## config.mk

```make
export PLATFORM = sky130hd
export DESIGN_NAME = tdoa_xcorr
export DESIGN_NICKNAME = d
export VERILOG_FILES = /design/src/rtl/tdoa_pkg.sv /design/src/rtl/tdoa_delay_line.sv /design/src/rtl/tdoa_xcorr.sv
export SDC_FILE = /design/constraint.sdc
export NUM_CORES = 2
export LEC_CHECK = 0
export BUFFER_PORTS_ARGS = -buffer_cell sky130_fd_sc_hd__buf_4
export CORE_MARGIN = 10
export CORE_UTILIZATION = 45
export CTS_CLUSTER_DIAMETER = 150
export DETAILED_ROUTE_END_ITERATION = 16
export PLACE_DENSITY = 0.64
export SYNTH_ARGS = -nofsm -noshare
export SYNTH_HDL_FRONTEND = slang
export SYNTH_SLANG_ARGS = --single-unit
```

## constraint.sdc

```tcl
create_clock -name clk -period 25.4 [get_ports clk]
set_clock_uncertainty 0.1 [all_clocks]
set_input_delay 6.35 -clock clk [delete_from_list [all_inputs] [get_ports clk]]
set_output_delay 6.35 -clock clk [all_outputs]
set_load 0.02 [all_outputs]
```

## src/rtl/tdoa_pkg.sv

```systemverilog
// Shared types and widths for the two-microphone TDOA cross-correlator.
package tdoa_pkg;

    localparam int SAMPLE_W = 16;
    localparam int PROD_W   = 32;

    typedef enum logic [1:0] {
        IDLE   = 2'd0,
        MAC    = 2'd1,
        SEARCH = 2'd2,
        REPORT = 2'd3
    } tdoa_state_t;

    // Distance of accumulator index j from the zero-lag index, i.e. |d|.
    function automatic int lag_dist(input int j, input int max_lag);
        return (j > max_lag) ? (j - max_lag) : (max_lag - j);
    endfunction

endpackage

```

## src/rtl/tdoa_delay_line.sv

```systemverilog
// Sample delay line: shifts a new sample in at tap 0 on shift_en, tap i holds
// the sample from i shifts ago. One tap is read out by index.
module tdoa_delay_line
    import tdoa_pkg::*;
#(
    parameter int DEPTH = 9,
    parameter int IDX_W = (DEPTH > 1) ? $clog2(DEPTH) : 1
) (
    input  logic                       clk,
    input  logic                       rst_n,
    input  logic                       shift_en,
    input  logic signed [SAMPLE_W-1:0] din,
    input  logic        [IDX_W-1:0]    rd_idx,
    output logic signed [SAMPLE_W-1:0] rd_data
);

    logic signed [SAMPLE_W-1:0] tap_q [DEPTH];
    logic signed [SAMPLE_W-1:0] tap_d [DEPTH];

    // Next tap contents: hold, or shift by one with din entering tap 0.
    always_comb begin
        tap_d = tap_q;
        if (shift_en) begin
            tap_d[0] = din;
            for (int i = 1; i < DEPTH; i++) begin
                tap_d[i] = tap_q[i-1];
            end
        end
    end

    // Tap registers, cleared only by reset (history survives across windows).
    always_ff @(posedge clk or negedge rst_n) begin
        if (!rst_n) begin
            for (int i = 0; i < DEPTH; i++) begin
                tap_q[i] <= '0;
            end
        end else begin
            tap_q <= tap_d;
        end
    end

    assign rd_data = tap_q[rd_idx];

endmodule

```

## src/rtl/tdoa_xcorr.sv

```systemverilog
// Time-difference-of-arrival estimator: cross-correlates left/right mic
// samples over MAX_LAG lags each way for WIN_LEN pairs and reports the best lag.
// Optional build macro TDOA_CONF_GATE_EN: suppress reports whose peak is not
// above MIN_PEAK (outputs then hold their previous values).
//
// state  | meaning
// IDLE   | wait for a complete left/right pair, shift it into the delay lines
// MAC    | one multiply-accumulate per cycle over all 2*MAX_LAG+1 lags
// SEARCH | scan accumulators for the best lag, clearing each one as it is read
// REPORT | lag_out/peak_out/lag_valid presented for one cycle
module tdoa_xcorr
    import tdoa_pkg::*;
#(
    parameter int MAX_LAG  = 8,
    parameter int WIN_LEN  = 1024,
    parameter int ACC_W    = 48,
    parameter int MIN_PEAK = 0
) (
    input  logic                              clk,
    input  logic                              rst_n,
    input  logic signed [SAMPLE_W-1:0]        left_sample,
    input  logic                              left_valid,
    input  logic signed [SAMPLE_W-1:0]        right_sample,
    input  logic                              right_valid,
    output logic signed [$clog2(MAX_LAG)+1:0] lag_out,
    output logic signed [ACC_W-1:0]           peak_out,
    output logic                              lag_valid,
    output logic                              overrun
);

    localparam int NTAP   = 2*MAX_LAG + 1;
    localparam int LAG_W  = $clog2(MAX_LAG) + 2;
    localparam int J_W    = $clog2(NTAP);
    localparam int LIDX_W = $clog2(MAX_LAG + 1);
    localparam int CNT_W  = (WIN_LEN > 1) ? $clog2(WIN_LEN) : 1;
    localparam logic [J_W-1:0] J_LAST = J_W'(NTAP - 1);
`ifdef TDOA_CONF_GATE_EN
    localparam bit GATE_EN = 1'b1;
`else
    localparam bit GATE_EN = 1'b0;
`endif

    tdoa_state_t                state_q, state_d;
    logic                       pend_l_q, pend_l_d, pend_r_q, pend_r_d;
    logic signed [SAMPLE_W-1:0] samp_l_q, samp_l_d, samp_r_q, samp_r_d;
    logic                       overrun_q, overrun_d;
    logic        [J_W-1:0]      j_q, j_d;
    logic        [CNT_W-1:0]    pair_cnt_q, pair_cnt_d;
    logic signed [ACC_W-1:0]    acc_q [NTAP];
    logic signed [ACC_W-1:0]    acc_d [NTAP];
    logic signed [ACC_W-1:0]    best_val_q, best_val_d;
    logic        [J_W-1:0]      best_j_q, best_j_d;
    logic signed [LAG_W-1:0]    lag_out_q, lag_out_d;
    logic signed [ACC_W-1:0]    peak_q, peak_d;
    logic                       lag_valid_q, lag_valid_d;

    logic                       pair_take;
    logic signed [SAMPLE_W-1:0] l_tap, r_tap;
    logic signed [PROD_W-1:0]   prod;
    logic signed [ACC_W-1:0]    cur_val, fin_val;
    logic        [J_W-1:0]      fin_j;
    logic                       cand_wins, report_ok;
    int                         dist_cur, dist_best;

    // Left line only needs L[n-MAX_LAG]; right line is read at R[n-j].
    tdoa_delay_line #(.DEPTH(MAX_LAG + 1)) u_left_dl (
        .clk      (clk),
        .rst_n    (rst_n),
        .shift_en (pair_take),
        .din      (samp_l_q),
        .rd_idx   (LIDX_W'(MAX_LAG)),
        .rd_data  (l_tap)
    );

    tdoa_delay_line #(.DEPTH(NTAP)) u_right_dl (
        .clk      (clk),
        .rst_n    (rst_n),
        .shift_en (pair_take),
        .din      (samp_r_q),
        .rd_idx   (j_q),
        .rd_data  (r_tap)
    );

    assign prod      = PROD_W'(l_tap) * PROD_W'(r_tap);
    assign dist_cur  = lag_dist(int'(j_q), MAX_LAG);
    assign dist_best = lag_dist(int'(best_j_q), MAX_LAG);

    // Pending sample capture; a strobe landing on a full, unconsumed pending flags overrun.
    always_comb begin
        pair_take = (state_q == IDLE) && pend_l_q && pend_r_q;
        pend_l_d  = pend_l_q && !pair_take;
        pend_r_d  = pend_r_q && !pair_take;
        samp_l_d  = samp_l_q;
        samp_r_d  = samp_r_q;
        overrun_d = overrun_q;
        if (left_valid) begin
            if (pend_l_q && !pair_take) overrun_d = 1'b1;
            pend_l_d = 1'b1;
            samp_l_d = left_sample;
        end
        if (right_valid) begin
            if (pend_r_q && !pair_take) overrun_d = 1'b1;
            pend_r_d = 1'b1;
            samp_r_d = right_sample;
        end
    end

    // Best-so-far compare: larger value, then smaller |d|, then positive d (smaller j).
    always_comb begin
        cur_val   = acc_q[j_q];
        cand_wins = 1'b0;
        if (j_q == J_LAST) begin
            cand_wins = 1'b1;
        end else if (cur_val > best_val_q) begin
            cand_wins = 1'b1;
        end else if (cur_val == best_val_q) begin
            if (dist_cur < dist_best) begin
                cand_wins = 1'b1;
            end else if ((dist_cur == dist_best) && (j_q < best_j_q)) begin
                cand_wins = 1'b1;
            end
        end
        fin_val   = cand_wins ? cur_val : best_val_q;
        fin_j     = cand_wins ? j_q : best_j_q;
        report_ok = !GATE_EN || (fin_val > ACC_W'(MIN_PEAK));
    end

    // FSM next state; j counts down 2*MAX_LAG..0 in both MAC and SEARCH.
    always_comb begin
        state_d     = state_q;
        j_d         = j_q;
        pair_cnt_d  = pair_cnt_q;
        acc_d       = acc_q;
        best_val_d  = best_val_q;
        best_j_d    = best_j_q;
        lag_out_d   = lag_out_q;
        peak_d      = peak_q;
        lag_valid_d = 1'b0;
        case (state_q)
            IDLE: begin
                if (pair_take) begin
                    state_d = MAC;
                    j_d     = J_LAST;
                end
            end
            MAC: begin
                acc_d[j_q] = acc_q[j_q] + ACC_W'(prod);
                if (j_q == '0) begin
                    if (pair_cnt_q == CNT_W'(WIN_LEN - 1)) begin
                        pair_cnt_d = '0;
                        state_d    = SEARCH;
                        j_d        = J_LAST;
                    end else begin
                        pair_cnt_d = pair_cnt_q + CNT_W'(1);
                        state_d    = IDLE;
                    end
                end else begin
                    j_d = j_q - J_W'(1);
                end
            end
            SEARCH: begin
                acc_d[j_q] = '0;
                best_val_d = fin_val;
                best_j_d   = fin_j;
                if (j_q == '0) begin
                    state_d = REPORT;
                    if (report_ok) begin
                        lag_out_d   = LAG_W'(MAX_LAG) - LAG_W'(fin_j);
                        peak_d      = fin_val;
                        lag_valid_d = 1'b1;
                    end
                end else begin
                    j_d = j_q - J_W'(1);
                end
            end
            REPORT: state_d = IDLE;
            default: state_d = IDLE;
        endcase
    end

    // All state and output registers.
    always_ff @(posedge clk or negedge rst_n) begin
        if (!rst_n) begin
            state_q     <= IDLE;
            pend_l_q    <= 1'b0;
            pend_r_q    <= 1'b0;
            samp_l_q    <= '0;
            samp_r_q    <= '0;
            overrun_q   <= 1'b0;
            j_q         <= '0;
            pair_cnt_q  <= '0;
            for (int i = 0; i < NTAP; i++) begin
                acc_q[i] <= '0;
            end
            best_val_q  <= '0;
            best_j_q    <= '0;
            lag_out_q   <= '0;
            peak_q      <= '0;
            lag_valid_q <= 1'b0;
        end else begin
            state_q     <= state_d;
            pend_l_q    <= pend_l_d;
            pend_r_q    <= pend_r_d;
            samp_l_q    <= samp_l_d;
            samp_r_q    <= samp_r_d;
            overrun_q   <= overrun_d;
            j_q         <= j_d;
            pair_cnt_q  <= pair_cnt_d;
            acc_q       <= acc_d;
            best_val_q  <= best_val_d;
            best_j_q    <= best_j_d;
            lag_out_q   <= lag_out_d;
            peak_q      <= peak_d;
            lag_valid_q <= lag_valid_d;
        end
    end

    assign lag_out   = lag_out_q;
    assign peak_out  = peak_q;
    assign lag_valid = lag_valid_q;
    assign overrun   = overrun_q;

endmodule

```

# After elaboration in Yosys (flattened, before gate mapping)
# Index checks and enable logic that the tools add are counted.
[word_totals]
register_bits = 1391
out_inout_bits = 55
wordCells = 140
[classes]
addsub = 8
multipliers = 1
order_cmp = 7
eq_ne = 12
muxes = 38
bitwise_logic = 3
n_reduce_logical = 15
[ops]
columns = ["cell", "count"]
rows = [
  ["816-bit case mux with 2 select lines", 1],
  ["816-bit AND", 1],
  ["816-bit bitwise mux", 1],
  ["816-bit NOT", 1],
  ["48-bit binary-select mux with 5-bit select", 1],
  ["48-bit demux with 5-bit select", 1],
  ["48-bit two-way mux", 4],
  ["16-bit binary-select mux with 5-bit select", 1],
  ["32-bit two-way mux", 2],
  ["48-bit by 32-bit adder with 48-bit output", 1],
  ["48-bit equality test", 1],
  ["48-bit greater-than comparator", 1],
  ["32-bit equality test", 1],
  ["32-bit less-than comparator", 1],
  ["16-bit by 16-bit multiplier with 32-bit output", 1],
  ["16-bit two-way mux", 2],
  ["5-bit two-way mux", 5],
  ["5-bit case mux with 3 select lines", 1],
  ["1-bit two-way mux", 13],
  ["4-bit by 5-bit subtractor with 6-bit output (first input constant)", 2],
  ["5-bit by 4-bit subtractor with 6-bit output (second input constant)", 2],
  ["10-bit by 1-bit adder with 10-bit output (second input constant)", 1],
  ["10-bit equality test (second input constant)", 1],
  ["5-bit by 4-bit greater-than comparator with 1-bit output (second input constant)", 2],
  ["23 further kinds", 36],
]

# Logic depth before layout (Yosys ltp)
[depth]
word_depth = 11
ltp_mapped = 36
mapped_depth_nobuf = 29

# Cells and area by module
# Synthesis repeated with hierarchy kept, for this count alone.
[unflattened]
hier_cells = 6822
area_unflattened_um2 = 76542.2
[modules_own_cells]
columns = ["mod", "instances", "cells_each", "area_each_um2", "seq_area_each_um2"]
rows = [
  ["tdoa_xcorr", 1, 5624, 57483.9, 24398.4],
  ["tdoa_delay_line (u_right_dl)", 1, 764, 12449.4, 6806.5],
  ["tdoa_delay_line (u_left_dl)", 1, 434, 6608.8, 3603.5],
]

# Worst setup path before layout
# Ideal clock, no wire load.
[synth_timing]
kind = "register to register"
start = "register j_q[0]"
end = "register acc_q[284] in the netlist's numbering"
setup_ns = 0.121
arrival_ns = 8.870
path_slack_ns = 16.309
path_stages_with_launch = 31
path_buffers = 7
cell_sequence = "dfrtp_1 buf_4 buf_4 buf_2 buf_2 buf_2 mux4_2 a22oi_1 o21ai_0 clkbuf_1 nand2_1 fa_1 fa_1 fa_1 fa_1 inv_1 fa_1 inv_1 fa_1 inv_1 ha_1 a21o_1 a21o_1 a21o_1 a21o_1 a21oi_1 o31ai_4 mux2i_1 o2111ai_1 buf_2 a22o_1"
[synth_between]
elab_chain_len = 8
word_cells_on_any_way = 18
classes_between = "add/sub: 1; mul: 1; order compare: 2; mux: 10; bitwise: 3; reduce/logical: 1"
[synth_lines]
columns = ["element", "line_no", "source"]
rows = [
  ["from (decl)", "tdoa_xcorr.sv:47", "logic [J_W-1:0] j_q, j_d;"],
  ["from (signal assigned)", "tdoa_xcorr.sv:207", "j_q <= j_d;"],
  ["5-bit NOT with 6-bit output (implied by the code) *", "tdoa_delay_line.sv:42, tdoa_xcorr.sv:147, tdoa_xcorr.sv:162", ""],
  ["16-bit binary-select mux with 5-bit select (tied with other cells)", "tdoa_delay_line.sv:42", "assign rd_data = tap_q[rd_idx];"],
  ["16-bit two-way mux (implied by the code) or 1-bit logical AND (tied branches)", "tdoa_delay_line.sv:42, tdoa_xcorr.sv:147, tdoa_xcorr.sv:162", ""],
  ["16-bit two-way mux (implied by the code) or 48-bit two-way mux (tied branches)", "tdoa_delay_line.sv:42, tdoa_xcorr.sv:147, tdoa_xcorr.sv:162", ""],
  ["16-bit by 16-bit multiplier with 32-bit output or 48-bit demux with 5-bit select (tied branches)", "tdoa_xcorr.sv:84, tdoa_xcorr.sv:147, tdoa_xcorr.sv:162", ""],
  ["48-bit by 32-bit adder with 48-bit output or 816-bit NOT (tied branches)", "n/a", ""],
  ["816-bit bitwise mux or 816-bit AND (tied branches)", "n/a", ""],
  ["816-bit case mux with 2 select lines *", "tdoa_xcorr.sv:139", "case (state_q)"],
  ["to (signal, indexed assignment)", "tdoa_xcorr.sv:193", "acc_q[i] <= '0;"],
  ["to (signal assigned)", "tdoa_xcorr.sv:209", "acc_q <= acc_d;"],
  ["to (decl)", "tdoa_xcorr.sv:49", "logic signed [ACC_W-1:0] acc_q [NTAP];"],
]
# Every way passes the cells marked *; elsewhere a longest branch is shown, timed or not. The select of a mux whose other input is x is not followed.
# A chain may end at the register's enable or synchronous reset.

# Worst setup path in the final report
[layout_timing]
start = "register j_q[3]"
end = "register acc_q[766] in the netlist's numbering"
# Same word-level chain as after synthesis.

==> results by group <==
Logic synthesis
  • Syn avg cell area: 11.5 um2
  • Synth Cell Area: 75,000 um2
  • Post-synth EDFFs: 0
  • Synth unique cells: 77
  • Yosys reg bits: 1,391
  • Fraction of registers with async set/reset: 1.00
  • Syn Inst Count: 6,502
  • Post-synthesis sequential area ratio: 0.464
  • Top_reg_cell synth: dfrtp_1
  • Yosys Warn Count: 0
  • Syn_nets: 7,100

Place
  • Buffers on Ports: 90
  • Post-DP HPWL: 129,000 um
  • Inst Count DP: 8,436
  • GP Congestion: 0.906

Clock network
  • Post-CTS Hold Fix Bufs: 0
  • TritonCTS Sinks: 1,391
  • CTS Buf Count: 151
  • CTS Buffer Depth: 3
  • CTS resizes: 0
  • Postcts setup bufs: 0
  • Clk slew on worst S/H paths: 0.07 ns
  • Worst-Skew Late Latency: 0.81 ns
  • H-tree depth: 4
  • Clock Tree Root: clkbuf_16
  • CTS tree: yes

Die
  • Initial Util: 0.454
  • Die W: 428 um
  • Die Y: 428 um
  • Row Count: 149
  • Ports: 91
  • Die area: 184,000 um2
  • Core area: 165,000 um2

Timing
  • Min Tclk post-route: 10.38 ns
  • Worst slew margin: 0.0589
  • RSZ-0062 raised after global routing: false
  • Fin. max-slew vios: 0
  • Slew @ Worst Pin: 1.40 ns
  • Endpoints failing setup: 0
  • Aggregate negative setup slack: 0 ns
  • Fmax: 0.0964 GHz
  • Fin crit share: 0.409
  • Final hold vios: 0

Worst hold path
  • Hold WC Path Type: flop to flop
  • Min-Delay Endpoint: overrun
  • Hold path depth: 2
  • Worst hold start: overrun

Detailed routing
  • Via density: 5.74
  • WL final: 199,000 um
  • Routed wire per std cell: 22.8 um
  • Post-route ant nets: 0
  • DR DRC count: 0
  • DR pass1 iterations: 5
  • DRT iter0 DRCs: 3,996
  • Via count: 49,900

Global routing
  • Initial antenna violation count: 2
  • Global-route wire length before repair: 313,000 um
  • All-Layer GR Usage: 0.216
  • Vias in the first global route: 51,800
  • Total congestion overflow: 0
  • Largest net degree at the start of global routing: 177

Worst setup path
  • R2r setup slk: 15.02 ns
  • Reg2reg end: acc_q[766]
  • Crit end category: flop
  • Crit path top cell by count: fa_1
  • Critical path fanouts, max: 32
  • Reg-to-reg startpoint: j_q[3]
  • Crit path max-delay cell type: o21ai_2
  • Arrival time worst endpoint: 10.99 ns
  • CP peak stage delay: 0.86 ns
  • CP required: 26.02 ns
  • Critical path launch point type: flop
  • R2R depth: 29
  • WS Path Type: flop to flop

Finish
  • Share of cells above drive strength 1: 0.208
  • Most common cell after layout, fill and taps aside: dfrtp_1
  • Commonest cells after routing, fill and taps aside: dfrtp_1, nand2_1, o21ai_0, mux2_2, inv_1
  • Nets: 6,998
  • Final Non-Filler Cells: 8,707
  • Synth-to-layout area growth: 10.7%

Run
  • # Max-Cap Violations: 0

Status
  • Status: completed
routing by layer:
| layer | up-vias | part of all wire | track usage |
|---|---|---|---|
| met5 | - | 0 | 0 |
| met4 | 0 | 0.043 | 0.0901 |
| met3 | 428 | 0.062 | 0.0380 |
| met2 | 1528 | 0.47 | 0.343 |
| met1 | 25900 | 0.43 | 0.293 |
| li1 | 22100 | - | - |
logic make-up (layout without fill, tap and decap cells):
| kind of cell | after synthesis | count (layout) | share of synthesized area |
|---|---|---|---|
| mux | 863 | 863 | 0.168 |
| xor+xnor | 55 | 55 | 0.00697 |
| other cells | 0 | 2 | 0 |
| fa+ha+maj | 562 | 562 | 0.130 |
| flops | 1391 | 1391 | 0.464 |
| compound gates | 1296 | 1296 | 0.103 |
| simple gates | 1375 | 1375 | 0.0790 |
| buf+inv | 960 | 974 | 0.0493 |
through the flow:
step / instance area (um2) / worst slack [ns] / hold WS (ns) / util
floorplan: 75000 / 16.31 / 0.345 / -
global placement: 77900 / 15.28 / 0.355 / 0.471
finish: 83100 / 15.02 / 0.372 / 0.502
CTS: 83100 / 15.09 / 0.377 / 0.502
detailed placement: 77900 / 15.16 / 0.365 / 0.471
global route: 83100 / 14.55 / 0.390 / 0.502
worst max path at each step:
stage / start / end / slack, ns
after floorplan: j_q[0] / acc_q[284] / 16.31
after global placement: j_q[3] / acc_q[803] / 15.28
after detailed placement: j_q[0] / acc_q[382] / 15.16
after CTS: j_q[0] / acc_q[766] / 15.09
after global routing: j_q[0] / acc_q[334] / 14.55
final: j_q[3] / acc_q[766] / 15.02
final cells by class:
class | instances | area [um2]
Clock buffer | 212 | 4300
Antenna cell | 2 | 5.00
Inverter | 513 | 1930
Timing Repair Buffer | 192 | 1540
Multi-Input combinational cell | 4151 | 36900
Fill cell | 14400 | 82300
Sequential cell | 1391 | 34800
Clock inverter | 57 | 895
Tap cell | 2189 | 2740
registers in the layout, indices dropped and copies added, names as in the netlist, 10 cells and up, named ones only:
name	flops
best_val_q	48
samp_r_q	16
peak_out	48
pair_cnt_q	10
acc_q	816
samp_l_q	16
u_right_dl.tap_q	272
u_left_dl.tap_q	144
worst max-delay path, delay by kind of cell, from the launching register on:
family / cells / cell delay [ns]
AND/OR/NAND/NOR: 3 / 0.63
multiplexers: 1 / 0.27
buffers and inverters: 8 / 1.54
AO/OA/AOI/OAI: 9 / 2.97
flip-flops: 1 / 0.51
XOR/XNOR: 1 / 0.76
adder cells (fa/ha/maj): 7 / 3.38
synthesized netlist by cell type (all sizes together), types with 8 or more instances:
cell type / number / area share
a22oi: 120 / 0.012
fa: 362 / 0.097
clkbuf: 378 / 0.019
nand3: 41 / 0.0027
buf: 69 / 0.0047
dfrtp: 1391 / 0.46
nand2: 971 / 0.049
nor2: 80 / 0.0041
xor2: 15 / 0.0020
a31oi: 9 / 0.00092
a211oi: 8 / 0.00080
xnor2: 40 / 0.0050
nand2b: 40 / 0.0033
nand4: 18 / 0.0015
and3: 10 / 0.00083
or2: 8 / 0.00067
o21a: 9 / 0.00090
o21ai: 807 / 0.054
nor3: 27 / 0.0018
mux2: 600 / 0.090
o21bai: 11 / 0.0011
and2: 148 / 0.012
a21oi: 110 / 0.0073
inv: 512 / 0.026
ha: 200 / 0.033
a21o: 37 / 0.0037
a22o: 139 / 0.016
mux4: 256 / 0.077
nor2b: 9 / 0.00075
Power is not shown: default switching activity piles up to over one toggle a cycle in this logic, so the estimate is an artifact.
